## src/rtl/multi_cycle_adder_pkg.sv

```systemverilog
// Shared types and defaults for the digit-serial adder.
package multi_cycle_adder_pkg;

    typedef enum logic [1:0] {
        IDLE = 2'd0,
        RUN  = 2'd1,
        DONE = 2'd2
    } state_t;

    localparam int DEF_WIDTH = 8;
    localparam int DEF_DIGIT = 2;

endpackage

```

## src/rtl/multi_cycle_adder_digit_adder.sv

```systemverilog
// Combinational DIGIT-bit ripple adder, one slice of the serial sum.
module digit_adder #(
    parameter int DIGIT = 2
) (
    input  logic [DIGIT-1:0] x,
    input  logic [DIGIT-1:0] y,
    input  logic             ci,
    output logic [DIGIT-1:0] s,
    output logic             co,
    output logic             cm
);

    logic [DIGIT:0] c;

    always_comb begin
        s    = '0;
        c    = '0;
        c[0] = ci;
        for (int i = 0; i < DIGIT; i++) begin
            s[i]   = x[i] ^ y[i] ^ c[i];
            c[i+1] = (x[i] & y[i]) | (c[i] & (x[i] ^ y[i]));
        end
    end

    assign co = c[DIGIT];
    assign cm = c[DIGIT-1];

endmodule

```

## src/rtl/multi_cycle_adder.sv

```systemverilog
// Digit-serial add/subtract: one DIGIT-bit slice per RUN cycle, LSB first.
module multi_cycle_adder
    import multi_cycle_adder_pkg::*;
#(
    parameter int WIDTH = DEF_WIDTH,
    parameter int DIGIT = DEF_DIGIT
) (
    input  logic             clk,
    input  logic             rst,
    input  logic             start,
    input  logic             sub,
    input  logic [WIDTH-1:0] a,
    input  logic [WIDTH-1:0] b,
    input  logic             cin,
    output logic             busy,
    output logic             done,
    output logic [WIDTH-1:0] sum,
    output logic             cout,
    output logic             overflow
);

    localparam int STEPS = WIDTH / DIGIT;
    localparam int CW    = $clog2(STEPS + 1);

    if (WIDTH < 2 || WIDTH > 64 || DIGIT < 1 || DIGIT > WIDTH
        || (WIDTH % DIGIT) != 0) begin : g_bad_params
        $error("multi_cycle_adder: illegal WIDTH/DIGIT combination");
    end

    state_t           state;
    logic [CW-1:0]    cnt;
    logic [WIDTH-1:0] opa;
    logic [WIDTH-1:0] opb;
    logic [WIDTH-1:0] acc;
    logic [WIDTH-1:0] nxt;
    logic             carry;
    logic [DIGIT-1:0] s;
    logic             co;
    logic             cm;
    int unsigned      off;
    logic             last;

    assign off  = int'(cnt) * DIGIT;
    assign last = (cnt == CW'(STEPS - 1));

    digit_adder #(.DIGIT(DIGIT)) u_digit (
        .x  (opa[off +: DIGIT]),
        .y  (opb[off +: DIGIT]),
        .ci (carry),
        .s  (s),
        .co (co),
        .cm (cm)
    );

    // Full result with the current slice merged in, used on the last step.
    always_comb begin
        nxt = acc;
        nxt[off +: DIGIT] = s;
    end

    always_ff @(posedge clk or posedge rst) begin
        if (rst) begin
            state    <= IDLE;
            cnt      <= '0;
            opa      <= '0;
            opb      <= '0;
            acc      <= '0;
            carry    <= 1'b0;
            sum      <= '0;
            cout     <= 1'b0;
            overflow <= 1'b0;
            busy     <= 1'b0;
            done     <= 1'b0;
        end else begin
            unique case (state)
                IDLE, DONE: begin
                    done <= 1'b0;
                    if (start) begin
                        state <= RUN;
                        busy  <= 1'b1;
                        opa   <= a;
                        opb   <= sub ? ~b : b;
                        carry <= sub ? 1'b1 : cin;
                        cnt   <= '0;
                        acc   <= '0;
                    end else begin
                        state <= IDLE;
                    end
                end
                RUN: begin
                    carry             <= co;
                    acc[off +: DIGIT] <= s;
                    cnt               <= cnt + 1'b1;
                    if (last) begin
                        state    <= DONE;
                        busy     <= 1'b0;
                        done     <= 1'b1;
                        sum      <= nxt;
                        cout     <= co;
                        overflow <= cm ^ co;
                    end
                end
                default: begin
                    state <= IDLE;
                    busy  <= 1'b0;
                    done  <= 1'b0;
                end
            endcase
        end
    end

endmodule

```

## config.mk

```make
export PLATFORM = sky130hd
export DESIGN_NAME = multi_cycle_adder
export DESIGN_NICKNAME = d
export VERILOG_FILES = /design/src/rtl/multi_cycle_adder_pkg.sv /design/src/rtl/multi_cycle_adder_digit_adder.sv /design/src/rtl/multi_cycle_adder.sv
export SDC_FILE = /design/constraint.sdc
export NUM_CORES = 1
export LEC_CHECK = 0
export BUFFER_PORTS_ARGS = -buffer_cell sky130_fd_sc_hd__buf_2
export CORE_MARGIN = 2
export CORE_UTILIZATION = 60
export DETAILED_ROUTE_END_ITERATION = 6
export PLACE_DENSITY_LB_ADDON = 0.2
export SLEW_MARGIN = 10
export SYNTH_ARGS = -nofsm -noshare
export SYNTH_HDL_FRONTEND = slang
export SYNTH_SLANG_ARGS = --single-unit
```

## constraint.sdc

```tcl
create_clock -name clk -period 5.24 [get_ports clk]
set_input_delay 1.048 -clock clk [delete_from_list [all_inputs] [get_ports clk]]
set_output_delay 1.048 -clock clk [all_outputs]
set_load 0.1 [all_outputs]
```

==> results.py <==
metrics = {
    "setup_path": {
        "cp.required_ns": 5.52,
        "critPathTopFamily": "adder cells",
        "slowest_stage": "dfrtp_1",
        "cp_common_cell": "fa_1",
        "end_kind": "register",
        "slowest_delay_ns": 0.67,
        "crit_buf_inv": 1,
        "crit_path_start_kind": "register",
        "path_max_fanout": 14,
        "critPathKind": "reg2reg",
        "crit_arrival_ns": 3.41,
        "path_cells": "mux4_2 -> and2_1 -> fa_1 -> inv_1 -> fa_1 -> or4_1 -> o211ai_1",
    },
    "yosys": {
        "yosys-top-cells-count": "nand2_1, dfrtp_1, o21ai_1, xnor2_1",
        "yosys_warnings": 0,
        "synthTopCellsByArea": "dfrtp_1, nand2_1, mux4_2",
        "synth_area_per_cell_um2": 10.4,
        "ys_types": 45,
        "syn_inst": 200,
        "yosys.cell_count.top_type": "nand2_1",
        "synth-edff-count": 0,
        "synthesis.nets": 227,
        "synth_area_um2": 2080,
        "ys_ff_latch": 41,
        "async_flop_share": 1.00,
        "synthFlopType": "dfrtp_1",
        "synth_top_area_share": 0.493,
        "yosysTopAreaCell": "dfrtp_1",
        "ys_seq_area_frac": 0.493,
    },
    "clock_network": {
        "tritoncts": "built",
        "ctsResizeCount": 0,
        "htreeDepth": 2,
        "clk_pin_slew_ns": 0.11,
        "clock_sinks": 41,
        "cts_root_buf": "clkbuf_4",
        "clk_path_buf_depth": 2,
        "clk_latency_ns": 0.36,
        "post_cts_buffers": 0,
        "ctsHoldBuffers": 0,
        "cts_inserted_buffers": 5,
    },
    "floorplan": {
        "fp-row-count": 21,
        "die_area_um2": 3960,
        "coreArea_um2": 3340,
        "dieHeight_um": 62.9,
        "start_util": 0.624,
        "ios": 33,
        "die_w_um": 62.9,
    },
    "place": {
        "portBuffers": 32,
        "gp_congestion": 0.834,
        "hpwl_um": 2900,
    },
    "detailed_routing": {
        "dr.pass1.iters": 4,
        "drt_iter0_drc": 75,
        "vias": 1597,
        "ant_nets": 0,
        "vias_per_cell": 5.79,
        "drc": 0,
        "wl_per_cell_um": 14.1,
        "wl_um": 3880,
    },
    "sta": {
        "slew_headroom": 0.282,
        "worst_pin_slew_ns": 1.08,
        "setup_violations": 0,
        "fin_skew_ns": 0.00801,
        "hold_violations": 0,
        "drv_slew": 0,
        "timing.fmax_mhz": 319,
        "rsz0062_at_grt": "no",
        "finalCritPeriodShare": 0.597,
        "tns_ns": 0,
        "finalCriticalPeriod_ns": 3.13,
    },
    "global_route": {
        "grt_pass1_vias": 1547,
        "antenna_found_initial": 0,
        "grt_pass1_wl_um": 7070,
        "grt_max_degree": 42,
        "grt_overflow_total": 0,
        "grt_use_total": 0.230,
    },
    "power": {
        "p_leak_nw": 1.11,
        "vdd_ir_drop_max_mv": 0.317,
        "powerDensity_nw_per_um2": 706,
    },
    "run": {
        "maxCapViolCount": 0,
    },
    "final_layout": {
        "drive_gt1_frac": 0.213,
        "nets": 257,
        "utilization": 0.694,
        "diodes": 0,
        "area_growth_pct": 11.2,
    },
    "min_path": {
        "hold_class": "reg2reg",
    },
    "status": {
        "status": "completed",
    },
}
-- metrics by stage --
stage                     cells  setup WS (ns)  hold WS [ns]  area, um2  power (mW)
after CTS                   276           2.08         0.485       2310        1.64
after global placement      269           2.21         0.458       2260        1.45
after detailed placement    269           2.11         0.458       2260        1.49
after floorplan             200           2.38         0.440       2080        1.31
final                       276           2.11         0.482       2310        1.64
after global routing        276           1.96         0.524       2310        1.76
-- flip-flops by register name, summed over array words and instances, names as in the netlist, 2 cells and up --
signal	flops
opb	8
opa	8
sum	8
acc	8
state	2
cnt	3
-- path summary, 6_finish.rpt --
| kind | to | startpoint | slack [ns] | cells past startpoint |
|---|---|---|---|---|
| min in group asynchronous | acc[1] | rst | 0.78 | 3 |
| min reg2reg | opa[5] | opa[5] | 0.48 | 2 |
| min | opa[5] | opa[5] | 0.48 | 2 |
| max in group asynchronous | cnt[2] | rst | 4.12 | 3 |
| max reg2reg | acc[5] | cnt[0] | 2.11 | 7 |
| max | acc[5] | cnt[0] | 2.11 | 7 |
-- kinds of logic after synthesis --
group | Yosys count | share of synthesized area
and+or+nand+nor | 79 | 0.196
DFF | 41 | 0.493
AOI/OAI and AO/OA | 39 | 0.130
buffers and inverters | 18 | 0.0373
xor gates and xnor gates | 9 | 0.0379
muxes | 8 | 0.0625
adders and majority gates | 6 | 0.0433
-- cells in the final DEF, fill, tap and decap left out, types with 3 or more instances in the layout --
cell and count:
a221o_1 5, and2_1 3, buf_2 32, clkbuf_4 5
dfrtp_1 41, ha_1 4, inv_1 7, mux2i_1 4
mux4_2 4, nand2_1 43, nand3_1 7, nor2_1 7
o211ai_1 4, o21ai_0 4, o21ai_1 13, xnor2_1 8
-- routing by layer --
metal / track usage / routed length (um) / up-vias
li1: - / - / 772
met1: 0.282 / 1700 / 774
met2: 0.391 / 1940 / 44
met3: 0.0595 / 165 / 7
met4: 0.0861 / 76 / 0
met5: 0 / 0 / -
-- tightest hold or removal path: cells and delay by family, from the launching register on --
family        cells  cell delay (ns)
simple gates      2             0.10
flops             1             0.36
-- power by group --
part / switching [mW] / total, mW / internal [mW]
Clock: 0.0966 / 0.160 / 0.0634
Combinational: 0.620 / 0.918 / 0.298
Sequential: 0.111 / 0.557 / 0.447
Total: 0.827 / 1.64 / 0.808
-- layout make-up --
cell class,count,area [um2]
clock buffers,7,55.1
repair buffers,33,168
well taps,46,57.6
fillers,278,1020
inverters,8,30.0
multi-input cells,141,978
flip-flops and latches,41,1030
(Power assumes the default switching activity.)
